--- src/rtl/uart_cmd_pkg.sv ---
// -----------------------------------------------------------------------------
// uart_cmd_pkg
// Shared types and constants for the UART command parser.
//   state_e            : parser FSM states (3-bit encoding)
//   SYNC_BYTE_DEFAULT  : default frame start marker
//   ADDR_*             : PID register bank addresses
//   frame_chksum()     : 8-bit wrapping sum of ADDR + DATA_H + DATA_L
// The checksum stage is only used when UART_CMD_CHKSUM_EN is defined.
// -----------------------------------------------------------------------------
package uart_cmd_pkg;

  typedef enum logic [2:0] {
    S_SYNC = 3'd0,
    S_ADDR = 3'd1,
    S_DH   = 3'd2,
    S_DL   = 3'd3,
    S_CHK  = 3'd4
  } state_e;

  localparam logic [7:0] SYNC_BYTE_DEFAULT = 8'hA5;

  localparam logic [7:0] ADDR_KP       = 8'h01;
  localparam logic [7:0] ADDR_KI       = 8'h02;
  localparam logic [7:0] ADDR_KD       = 8'h03;
  localparam logic [7:0] ADDR_SETPOINT = 8'h04;

  function automatic logic [7:0] frame_chksum(input logic [7:0]  addr,
                                               input logic [15:0] data);
    return addr + data[15:8] + data[7:0];
  endfunction

endpackage

--- src/rtl/uart_cmd_timeout.sv ---
// -----------------------------------------------------------------------------
// uart_cmd_timeout
// 16-bit idle counter used to abandon a stalled frame.
//   clk      : clock
//   rst_n    : asynchronous active-low reset
//   i_clr    : clear counter to 0 (takes priority over i_en)
//   i_en     : count one idle clock
//   o_expire : 1-cycle pulse when the counter sits at LIMIT-1 while enabled
// The counter returns to 0 on the expiry edge so the block can be reused
// without an external clear. LIMIT must lie in 2..65535.
// -----------------------------------------------------------------------------
module uart_cmd_timeout #(
  parameter int unsigned LIMIT = 8680
) (
  input  logic clk,
  input  logic rst_n,
  input  logic i_clr,
  input  logic i_en,
  output logic o_expire
);

  localparam logic [15:0] LAST = 16'(LIMIT - 1);

  logic [15:0] cnt_q, cnt_d;

  assign o_expire = i_en && !i_clr && (cnt_q == LAST);

  always_comb begin
    cnt_d = cnt_q;
    if (i_clr || o_expire) begin
      cnt_d = '0;
    end else if (i_en) begin
      cnt_d = cnt_q + 16'd1;
    end
  end

  always_ff @(posedge clk or negedge rst_n) begin
    if (!rst_n) begin
      cnt_q <= '0;
    end else begin
      cnt_q <= cnt_d;
    end
  end

endmodule

--- src/rtl/uart_cmd_parser.sv ---
// -----------------------------------------------------------------------------
// uart_cmd_parser
// Assembles fixed-length command frames from the UART receiver byte stream and
// issues one-cycle register-write strobes to the PID register bank.
//   Frame: SYNC, ADDR, DATA_H, DATA_L [, CHK]
//   Optional feature macro: UART_CMD_CHKSUM_EN (adds the CHK byte and check).
// Ports:
//   i_Clock, i_Rst_n (async, active-low)
//   i_RX_DV, i_RX_Byte : receiver strobe and byte
//   o_Wr_DV            : 1-cycle write strobe per good frame
//   o_Wr_Addr/o_Wr_Data: committed address/data, held between commits
//   o_Err_Cnt          : saturating count of dropped frames
//   o_Busy             : high while a frame is in progress
// Handshake: i_RX_DV is a valid-only strobe with no ready; every strobe is
// consumed on the edge it is sampled, so the parser can never stall the
// receiver. o_Wr_DV is likewise a valid-only strobe to the register bank.
// -----------------------------------------------------------------------------
module uart_cmd_parser
  import uart_cmd_pkg::*;
#(
  parameter logic [7:0]  SYNC_BYTE    = SYNC_BYTE_DEFAULT,
  parameter int unsigned TIMEOUT_CLKS = 8680
) (
  input  logic        i_Clock,
  input  logic        i_Rst_n,
  input  logic        i_RX_DV,
  input  logic [7:0]  i_RX_Byte,
  output logic        o_Wr_DV,
  output logic [7:0]  o_Wr_Addr,
  output logic [15:0] o_Wr_Data,
  output logic [7:0]  o_Err_Cnt,
  output logic        o_Busy
);

  state_e      state_q, state_d;
  logic [7:0]  addr_sh_q, addr_sh_d;
  logic [15:0] data_sh_q, data_sh_d;
  logic        wr_dv_q, wr_dv_d;
  logic [7:0]  wr_addr_q, wr_addr_d;
  logic [15:0] wr_data_q, wr_data_d;
  logic [7:0]  err_cnt_q, err_cnt_d;
  logic        commit;
  logic        err_inc;
  logic        to_clr;
  logic        to_expire;

  // In any in-frame state every strobe is accepted, so a strobe always
  // restarts the idle window; idle clocks in a frame advance it.
  assign to_clr = (state_q == S_SYNC) || i_RX_DV;

  uart_cmd_timeout #(
    .LIMIT (TIMEOUT_CLKS)
  ) u_timeout (
    .clk      (i_Clock),
    .rst_n    (i_Rst_n),
    .i_clr    (to_clr),
    .i_en     (!to_clr),
    .o_expire (to_expire)
  );

  always_comb begin
    state_d   = state_q;
    addr_sh_d = addr_sh_q;
    data_sh_d = data_sh_q;
    wr_dv_d   = 1'b0;
    wr_addr_d = wr_addr_q;
    wr_data_d = wr_data_q;
    err_cnt_d = err_cnt_q;
    commit    = 1'b0;
    err_inc   = 1'b0;

    case (state_q)
      S_SYNC: begin
        if (i_RX_DV && (i_RX_Byte == SYNC_BYTE)) state_d = S_ADDR;
      end
      S_ADDR: begin
        if (i_RX_DV) begin
          addr_sh_d = i_RX_Byte;
          state_d   = S_DH;
        end
      end
      S_DH: begin
        if (i_RX_DV) begin
          data_sh_d[15:8] = i_RX_Byte;
          state_d         = S_DL;
        end
      end
      S_DL: begin
        if (i_RX_DV) begin
          data_sh_d[7:0] = i_RX_Byte;
`ifdef UART_CMD_CHKSUM_EN
          state_d        = S_CHK;
`else
          commit         = 1'b1;
          state_d        = S_SYNC;
`endif
        end
      end
`ifdef UART_CMD_CHKSUM_EN
      S_CHK: begin
        if (i_RX_DV) begin
          state_d = S_SYNC;
          if (i_RX_Byte == frame_chksum(addr_sh_q, data_sh_q)) begin
            commit = 1'b1;
          end else begin
            err_inc = 1'b1;
          end
        end
      end
`endif
      default: state_d = S_SYNC;
    endcase

    // Expiry only fires with no strobe present, so it never races a byte.
    if (to_expire) begin
      state_d = S_SYNC;
      err_inc = 1'b1;
    end

    // Shadow *_d values are used so the final data byte of a 4-byte frame
    // lands in the committed word on the same edge.
    if (commit) begin
      wr_dv_d   = 1'b1;
      wr_addr_d = addr_sh_d;
      wr_data_d = data_sh_d;
    end

    if (err_inc && (err_cnt_q != 8'hFF)) err_cnt_d = err_cnt_q + 8'd1;
  end

  always_ff @(posedge i_Clock or negedge i_Rst_n) begin
    if (!i_Rst_n) begin
      state_q   <= S_SYNC;
      addr_sh_q <= '0;
      data_sh_q <= '0;
      wr_dv_q   <= 1'b0;
      wr_addr_q <= '0;
      wr_data_q <= '0;
      err_cnt_q <= '0;
    end else begin
      state_q   <= state_d;
      addr_sh_q <= addr_sh_d;
      data_sh_q <= data_sh_d;
      wr_dv_q   <= wr_dv_d;
      wr_addr_q <= wr_addr_d;
      wr_data_q <= wr_data_d;
      err_cnt_q <= err_cnt_d;
    end
  end

  assign o_Wr_DV   = wr_dv_q;
  assign o_Wr_Addr = wr_addr_q;
  assign o_Wr_Data = wr_data_q;
  assign o_Err_Cnt = err_cnt_q;
  assign o_Busy    = (state_q != S_SYNC);

endmodule

--- config.mk ---
export PLATFORM = sky130hd
export DESIGN_NAME = uart_cmd_parser
export DESIGN_NICKNAME = d
export VERILOG_FILES = /design/src/rtl/uart_cmd_pkg.sv /design/src/rtl/uart_cmd_timeout.sv /design/src/rtl/uart_cmd_parser.sv
export SDC_FILE = /design/constraint.sdc
export NUM_CORES = 1
export LEC_CHECK = 0
export CORE_MARGIN = 2
export CORE_UTILIZATION = 57
export DETAILED_ROUTE_END_ITERATION = 10
export PLACE_DENSITY = 0.84
export SYNTH_ARGS = -nofsm -noshare
export SYNTH_HDL_FRONTEND = slang
export SYNTH_SLANG_ARGS = --single-unit
--- constraint.sdc ---
create_clock -name i_Clock -period 4.1 [get_ports i_Clock]
set_input_delay 0.82 -clock i_Clock [delete_from_list [all_inputs] [get_ports i_Clock]]
set_output_delay 0.82 -clock i_Clock [all_outputs]
set_load 0.05 [all_outputs]
==> impl_metrics.yaml, run 1 <==
status:
  outcome: "completed"
timing:
  rsz0062_at_grt: "false"
  skew_ns: 0.0127
  fin_ws_ns: 1.25
  maxSlewHeadroom_pct: 29.6
  setup_violations: 0
  fmax_mhz: 351
  finalHoldViolCount: 0
  fin_crit_sh_pct: 69.4
  worst_slew_pin_slew_ns: 1.06
  slew_viol_final: 0
  fin_tns_setup_ns: 0
  worst_hold_slack_ns: 0.476
  post-route-min-period_ns: 2.85
route:
  num_vias: 2134
  ant_nets: 0
  routed_wl_mm: 5.98
  routedWlPerCell_um: 14.9
  detail_route.vias_per_cell: 5.34
  route.detailed.drc: 0
  drtPass1Iterations: 4
  drt_iter0_markers: 180
global_route:
  grt_pass1_wl_mm: 9.67
  grt_pass1_vias: 2082
  grt.overflow.total: 0
  antenna_found_initial: 0
  gr-usage-all-layers_pct: 23.5
  grt_max_degree: 51
critical_path:
  cpPeakStageDelay_ns: 0.83
  crit_path_end_kind: "primary output"
  path_class: "reg2out"
  slowest_stage: "clkdlybuf4s50_1"
  cp_data_required_time_ns: 3.28
  path_common_cell: "inv_1"
  path_buf_inv: 3
  path_max_fanout: 4
  worstPathCellList: "inv_1 -> ha_1 -> inv_1 -> clkdlybuf4s50_1"
  critPathArrivalTime_ns: 2.03
  cp-start-kind: "register"
  critPathTopFamily: "buffers and inverters"
die:
  num_rows: 26
  die_x_um: 75.6
  die_h_um: 75.6
  core_area_um2: 5040
  dieArea_um2: 5720
  ios: 45
  start_util_pct: 58.0
worst_hold_path:
  min_path_type: "reg2reg"
power:
  p_leak_nw: 1.66
  vdd_drop_max_uv: 473
  p_per_area_nw_per_um2: 755
finish:
  area_delta_synth_final_pct: 24.7
  final_cell_mix: "nand2_1, dfrtp_1, clkdlybuf4s50_1"
  final_common_cell: "nand2_1"
  fin_util_pct: 72.3
  n_antenna_cell: 0
  drive_gt1_share_pct: 12.1
  fin_area_um2: 3650
  final_nets: 342
placement:
  placed_cell_area_um2: 3410
  gp_congestion: 0.843
  pre_cts_slack_ns: 1.34
  numPortBuffers: 44
  dp_hpwl_mm: 3.87
synthesis:
  yosysSeqAreaShare_pct: 57.3
  ys_warn_count: 0
  ys_ff_latch: 67
  synth_nets: 296
  synth.cell_area_um2: 2920
  synth_cell_types: 34
  syn_inst: 279
  syn_area_per_cell_um2: 10.5
clock_network:
  cts_buffers: 9
  post_cts_buffers: 0
  insertion_delay_ns: 0.35
  htreeDepth: 3
  cts_tree: "built"
  clock_sinks: 67
  cts_hold_buffers: 0
  cts_root_buf: "clkbuf_8"
  clkSlewWorstSetupHoldPaths_ns: 0.07
  post_cts_resized: 0
  clock_path_buffers: 2
run:
  max_cap_violations: 0
-- worst register-to-register path, cell delays in order, from the launching register on --
cell,delay [ns]
dfrtp_1,0.43
ha_1,0.35
nor4b_2,0.26
nand4_1,0.44
a211oi_1,0.53
mux2_2,0.39
-- area by class of cell --
class	count	area, µm²
clock buffer	10	128
clock inverter	6	113
fill	361	1400
inverter	8	30.0
multi-input combinational	194	1170
sequential	67	1680
tap	70	87.6
timing repair buffer	45	443
-- report_power, final --
group          leakage (nW)  internal (mW)  switching [mW]  total, mW
combinational         0.696          0.381           0.728       1.11
sequential            0.843          0.871           0.106      0.977
clock                 0.121          0.406           0.260      0.666
-- Yosys cell counts --
cell type	number	share of area, %
o22ai_1	1	0.21
nand4_1	10	2.1
mux2i_1	4	1.4
a211oi_1	1	0.26
nor4b_1	1	0.30
mux2_2	18	6.9
dfrtp_1	67	57
and3b_1	1	0.30
ha_1	6	2.6
a21oi_1	2	0.34
a41oi_1	1	0.30
and2_1	1	0.21
nor3_1	6	1.0
nand2_1	80	10
o2111ai_1	1	0.30
clkbuf_2	1	0.17
and4_2	1	0.34
or2_2	1	0.21
buf_2	2	0.34
nor4_1	7	1.5
or4_1	1	0.26
nor4bb_1	1	0.34
o21ai_0	2	0.34
xnor2_1	7	2.1
nand3_1	7	1.2
nor2_1	19	2.4
clkbuf_1	6	0.77
inv_1	7	0.90
o31ai_1	1	0.26
inv_2	1	0.13
and3_1	2	0.43
xor2_1	10	3.0
buf_6	1	0.39
nor4b_2	2	1.0
-- kinds of logic after synthesis --
kind of cell | synth area share [%]
compound gates | 2.01
xor+xnor | 5.09
fa+ha+maj | 2.57
buf+inv | 2.70
flops | 57.3
mux | 8.30
simple gates | 22.0
-- layer usage --
metal / wire length [µm] / GRT usage, % / up-vias
met1: 2710 / 32.0 / 1043
met2: 2920 / 35.4 / 56
met4: 106 / 8.77 / 0
met5: 0 / 0 / -
li1: - / - / 1025
met3: 245 / 8.20 / 10
-- state kept, by name, summed over array words and instances (netlist names) --
name and count:
o_Wr_Data 16, u_timeout.cnt_q 16, addr_sh_q 8, data_sh_q 8, o_Err_Cnt 8, o_Wr_Addr 8
state_q 2, o_Wr_DV 1
-- final timing paths --
path                       depth (start not counted)  slack [ns]               start                   to
max                                                4        1.25          state_q[0]               o_Busy
min                                                2        0.48        o_Wr_Data[9]         o_Wr_Data[9]
max reg2reg                                        5        1.58  u_timeout.cnt_q[0]         o_Err_Cnt[1]
min reg2reg                                        2        0.48        o_Wr_Data[9]         o_Wr_Data[9]
max in group asynchronous                          2        2.59             i_Rst_n        o_Wr_Data[14]
min in group asynchronous                          1        0.65             i_Rst_n  u_timeout.cnt_q[15]
-- stage by stage --
stage	instances	total power, mW
floorplan	279	1.74
global placement	384	2.06
detailed placement	384	2.09
CTS	400	2.77
global route	400	2.89
finish	400	2.75
Power figures use the tool's default switching activity.
==> run 2: changes to the inputs <==
--- a/config.mk
+++ b/config.mk
@@ -6,9 +6,9 @@
 export NUM_CORES = 1
 export LEC_CHECK = 0
 export CORE_MARGIN = 2
-export CORE_UTILIZATION = 57
+export CORE_UTILIZATION = 53
 export DETAILED_ROUTE_END_ITERATION = 10
-export PLACE_DENSITY = 0.84
+export PLACE_DENSITY = 0.79
 export SYNTH_ARGS = -nofsm -noshare
 export SYNTH_HDL_FRONTEND = slang
 export SYNTH_SLANG_ARGS = --single-unit
==> constraint.sdc (replaced) <==
create_clock -name i_Clock -period 2.92 [get_ports i_Clock]
set_input_delay 0.584 -clock i_Clock [delete_from_list [all_inputs] [get_ports i_Clock]]
set_output_delay 0.584 -clock i_Clock [all_outputs]
set_load 0.05 [all_outputs]
==> run 2 against run 1 <==
Register-to-register slack worse by 0.93 ns. Global-route usage is 2.5 points lower. Flip-flop and latch count did not move. Die area rose by 7.1%. Non-clock buffer count up 2. Clock power up 18%. Via count grew 1.2%. Sequential share of layout area grew 0.079 points. Worst setup slack got worse by 0.91 ns. Sequential power rose by 39%. Count of clock-buffer cells in the layout grew 2. Critical endpoint unchanged.
==> impl_metrics.yaml, run 2 (synthesized netlist as in run 1, its figures left out) <==
finish:
  fin_area_um2: 3640
  n_antenna_cell: 0
  final_nets: 344
  final_common_cell: "nand2_1"
  area_delta_synth_final_pct: 24.5
  final_cell_mix: "nand2_1, dfrtp_1, clkdlybuf4s50_1"
  drive_gt1_share_pct: 12.7
  fin_util_pct: 67.3
clock_network:
  clock_sinks: 67
  clock_path_buffers: 2
  post_cts_resized: 0
  clkSlewWorstSetupHoldPaths_ns: 0.07
  cts_root_buf: "clkbuf_8"
  cts_buffers: 9
  post_cts_buffers: 0
  cts_hold_buffers: 0
  insertion_delay_ns: 0.34
  htreeDepth: 3
  cts_tree: "built"
critical_path:
  r2r_slack_ns: 0.65
  crit_path_end_kind: "primary output"
  r2r_cells: 5
  critPathArrivalTime_ns: 1.99
  path_max_fanout: 4
  cp-start-kind: "register"
  cp_data_required_time_ns: 2.34
  r2r_end: "o_Err_Cnt[1]"
  r2r_start: "u_timeout.cnt_q[0]"
  path_class: "reg2out"
placement:
  placed_cell_area_um2: 3440
  numPortBuffers: 44
  gp_congestion: 0.892
  dp_hpwl_mm: 3.88
timing:
  fin_crit_sh_pct: 88.3
  fmax_mhz: 388
  worst_hold_slack_ns: 0.243
  rsz0062_at_grt: "false"
  post-route-min-period_ns: 2.58
  maxSlewHeadroom_pct: 63.9
  worst_slew_pin_slew_ns: 0.540
  setup_violations: 0
  skew_ns: 0.00931
  finalHoldViolCount: 0
  fin_tns_setup_ns: 0
  slew_viol_final: 0
die:
  num_rows: 27
  dieArea_um2: 6130
  die_h_um: 78.3
  core_area_um2: 5410
  start_util_pct: 54.1
  ios: 45
  die_x_um: 78.3
route:
  num_vias: 2159
  ant_nets: 0
  routed_wl_mm: 5.84
  detail_route.vias_per_cell: 5.34
  drt_iter0_markers: 140
  routedWlPerCell_um: 14.4
  drtPass1Iterations: 4
  route.detailed.drc: 0
power:
  finalPower_mw: 3.71
  p_leak_nw: 1.66
  vdd_drop_max_uv: 831
  p_per_area_nw_per_um2: 1020
run:
  max_cap_violations: 0
global_route:
  grt_pass1_vias: 2125
  grt_max_degree: 68
  grt_pass1_wl_mm: 9.93
  antenna_found_initial: 0
  gr-usage-all-layers_pct: 21.0
  grt.overflow.total: 0
status:
  outcome: "completed"
worst_hold_path:
  min_path_type: "in2async"
==> run 2: cell type report <==
cell class              count  area (µm²)
clock inverters             4        48.8
repair buffers             47         470
multi-input cells         194        1170
fillers                   444        1770
clock buffers              12         155
well taps                  72        90.1
inverters                   8        30.0
flip-flops and latches     67        1680
==> run 2: worst max path at each step <==
stage | depth (start not counted) | slack [ns] | from | to
global placement | 4 | 0.59 | i_RX_DV | o_Err_Cnt[1]
CTS | 4 | 0.33 | state_q[0] | o_Busy
floorplan | 5 | 0.95 | i_RX_DV | o_Err_Cnt[1]
finish | 4 | 0.34 | state_q[0] | o_Busy
global route | 4 | 0.27 | state_q[1] | o_Busy
detailed placement | 4 | 0.56 | i_RX_DV | o_Err_Cnt[1]
==> run 2: where the power goes <==
part / total [mW] / internal (mW) / switching [mW]
sequential: 1.36 / 1.22 / 0.142
clock: 0.783 / 0.440 / 0.343
combinational: 1.57 / 0.543 / 1.02
total: 3.71 / 2.21 / 1.51
==> run 2: layer usage <==
layer | share of wire (%) | global-route usage (%) | wire (µm) | vias up
li1 | - | - | - | 1040
met1 | 47 | 29.3 | 2730 | 1056
met2 | 47 | 32.1 | 2740 | 54
met3 | 4.6 | 5.40 | 267 | 9
met4 | 1.7 | 7.89 | 101 | 0
met5 | 0 | 0 | 0 | -
==> run 2: critical path, cell delays in order (launching register included) <==
cell             delay, ns
dfrtp_1               0.40
inv_1                 0.10
ha_1                  0.25
inv_1                 0.10
clkdlybuf4s50_1       0.81
==> run 2: metrics by stage <==
step / std cells / setup WS [ns]
finish: 404 / 0.341
global route: 404 / 0.272
CTS: 404 / 0.326
detailed placement: 388 / 0.556
global placement: 388 / 0.586
floorplan: 279 / 0.949
==> run 3: changes to the inputs <==
--- a/config.mk
+++ b/config.mk
@@ -6,9 +6,9 @@
 export NUM_CORES = 1
 export LEC_CHECK = 0
 export CORE_MARGIN = 2
-export CORE_UTILIZATION = 53
+export CORE_UTILIZATION = 57
 export DETAILED_ROUTE_END_ITERATION = 10
-export PLACE_DENSITY = 0.79
+export PLACE_DENSITY = 0.84
 export SYNTH_ARGS = -nofsm -noshare
 export SYNTH_HDL_FRONTEND = slang
 export SYNTH_SLANG_ARGS = --single-unit
==> constraint.sdc (replaced) <==
create_clock -name i_Clock -period 3 [get_ports i_Clock]
set_input_delay 0.6 -clock i_Clock [delete_from_list [all_inputs] [get_ports i_Clock]]
set_output_delay 0.6 -clock i_Clock [all_outputs]
set_load 0.05 [all_outputs]
==> run 3 against run 2 <==
Non-clock buffer count increased by 1. Largest power group unchanged. Critical path depth stayed put. Worst setup slack better by 0.10 ns. Via count grew 0.65%. Total power is 0.19% higher.
==> impl_metrics.yaml, run 3 (synthesized netlist as in run 1, its figures left out) <==
status:
  outcome: "completed"
critical_path:
  critPathTopFamily: "buffers and inverters"
  path_max_fanout: 4
  path_class: "reg2out"
  crit_path_end_kind: "primary output"
  cp_data_required_time_ns: 2.40
  cpPeakStageDelay_ns: 0.82
  cp-start-kind: "register"
  path_buf_inv: 3
  worstPathCellList: "inv_1 -> ha_1 -> inv_1 -> clkdlybuf4s50_1"
  path_common_cell: "inv_1"
  critPathArrivalTime_ns: 1.95
  slowest_stage: "clkdlybuf4s50_1"
die:
  die_h_um: 75.6
  ios: 45
  core_area_um2: 5040
  dieArea_um2: 5720
  start_util_pct: 58.0
  die_x_um: 75.6
  num_rows: 26
route:
  drt_iter0_markers: 115
  num_vias: 2173
  route.detailed.drc: 0
  routedWlPerCell_um: 14.9
  drtPass1Iterations: 4
  ant_nets: 0
  routed_wl_mm: 6.00
  detail_route.vias_per_cell: 5.41
power:
  p_per_area_nw_per_um2: 1010
  vdd_drop_max_uv: 671
  p_leak_nw: 1.68
finish:
  final_cell_mix: "nand2_1, dfrtp_1, clkdlybuf4s50_1"
  n_antenna_cell: 0
  nFillCells: 366
  area_delta_synth_final_pct: 25.5
  final_nets: 345
  drive_gt1_share_pct: 13.0
  stdcell_count: 402
  final_common_cell: "nand2_1"
clock_network:
  post_cts_resized: 0
  insertion_delay_ns: 0.33
  cts_tree: "built"
  htreeDepth: 3
  cts_root_buf: "clkbuf_8"
  post_cts_buffers: 0
  cts_hold_buffers: 0
  clock_sinks: 67
  cts_buffers: 9
  clkSlewWorstSetupHoldPaths_ns: 0.07
  clock_path_buffers: 2
run:
  max_cap_violations: 0
global_route:
  gr-usage-all-layers_pct: 22.7
  grt_max_degree: 34
  grt_pass1_wl_mm: 9.58
  grt.overflow.total: 0
  antenna_found_initial: 0
  grt_pass1_vias: 2005
timing:
  skew_ns: 0.00331
  fin_tns_setup_ns: 0
  slew_viol_final: 0
  fin_crit_sh_pct: 85.1
  post-route-min-period_ns: 2.55
  finalHoldViolCount: 0
  maxSlewHeadroom_pct: 60.6
  setup_violations: 0
  worst_slew_pin_slew_ns: 0.591
  rsz0062_at_grt: "false"
  fmax_mhz: 392
placement:
  gp_congestion: 0.898
  numPortBuffers: 44
  dp.cells: 387
  dp_hpwl_mm: 3.92
worst_hold_path:
  min_path_type: "in2async"
==> run 3: area by class of cell <==
cell class | instances | area (µm²) | share of cell area [%]
clock inverter | 6 | 105 | 2.86
inverter | 8 | 30.0 | 0.818
timing repair buffer | 48 | 478 | 13.0
multi-input combinational | 194 | 1170 | 31.8
sequential | 67 | 1680 | 45.7
tap | 70 | 87.6 | 2.39
clock buffer | 9 | 124 | 3.38
==> run 3: power by group <==
part,internal (mW),switching [mW]
combinational,0.528,0.997
sequential,1.19,0.139
clock,0.543,0.322
total,2.26,1.46
==> run 3: final timing paths <==
check	from	to	slack, ns	depth (start not counted)
hold / removal	i_Rst_n	u_timeout.cnt_q[15]	0.27	1
min in group i_Clock	o_Wr_Data[11]	o_Wr_Data[11]	0.47	2
hold reg to reg	o_Wr_Data[11]	o_Wr_Data[11]	0.47	2
setup / recovery	state_q[0]	o_Busy	0.45	4
max in group asynchronous	i_Rst_n	o_Wr_Data[11]	2.14	2
setup reg to reg	u_timeout.cnt_q[0]	o_Err_Cnt[1]	0.71	5
==> run 3: metrics by stage <==
| stage | instance area, µm² | hold WS [ns] | setup slack (ns) | utilization (%) | power (mW) |
|---|---|---|---|---|---|
| final | 3670 | 0.270 | 0.446 | 72.8 | 3.72 |
| after global routing | 3670 | 0.304 | 0.347 | 72.8 | 3.91 |
| after CTS | 3670 | 0.272 | 0.425 | 72.8 | 3.74 |
| after detailed placement | 3440 | 0.462 | 0.579 | 68.2 | 2.86 |
| after global placement | 3440 | 0.460 | 0.628 | 68.2 | 2.82 |
| after floorplan | 2920 | 0.304 | 1.01 | - | 2.37 |
==> run 3: routing by layer <==
layer	global-route usage, %	vias to the layer above	wire, µm
met1	31.2	1079	2800
met5	0	-	0
met3	4.76	13	188
met4	11.9	0	137
met2	34.2	46	2870
li1	-	1035	-
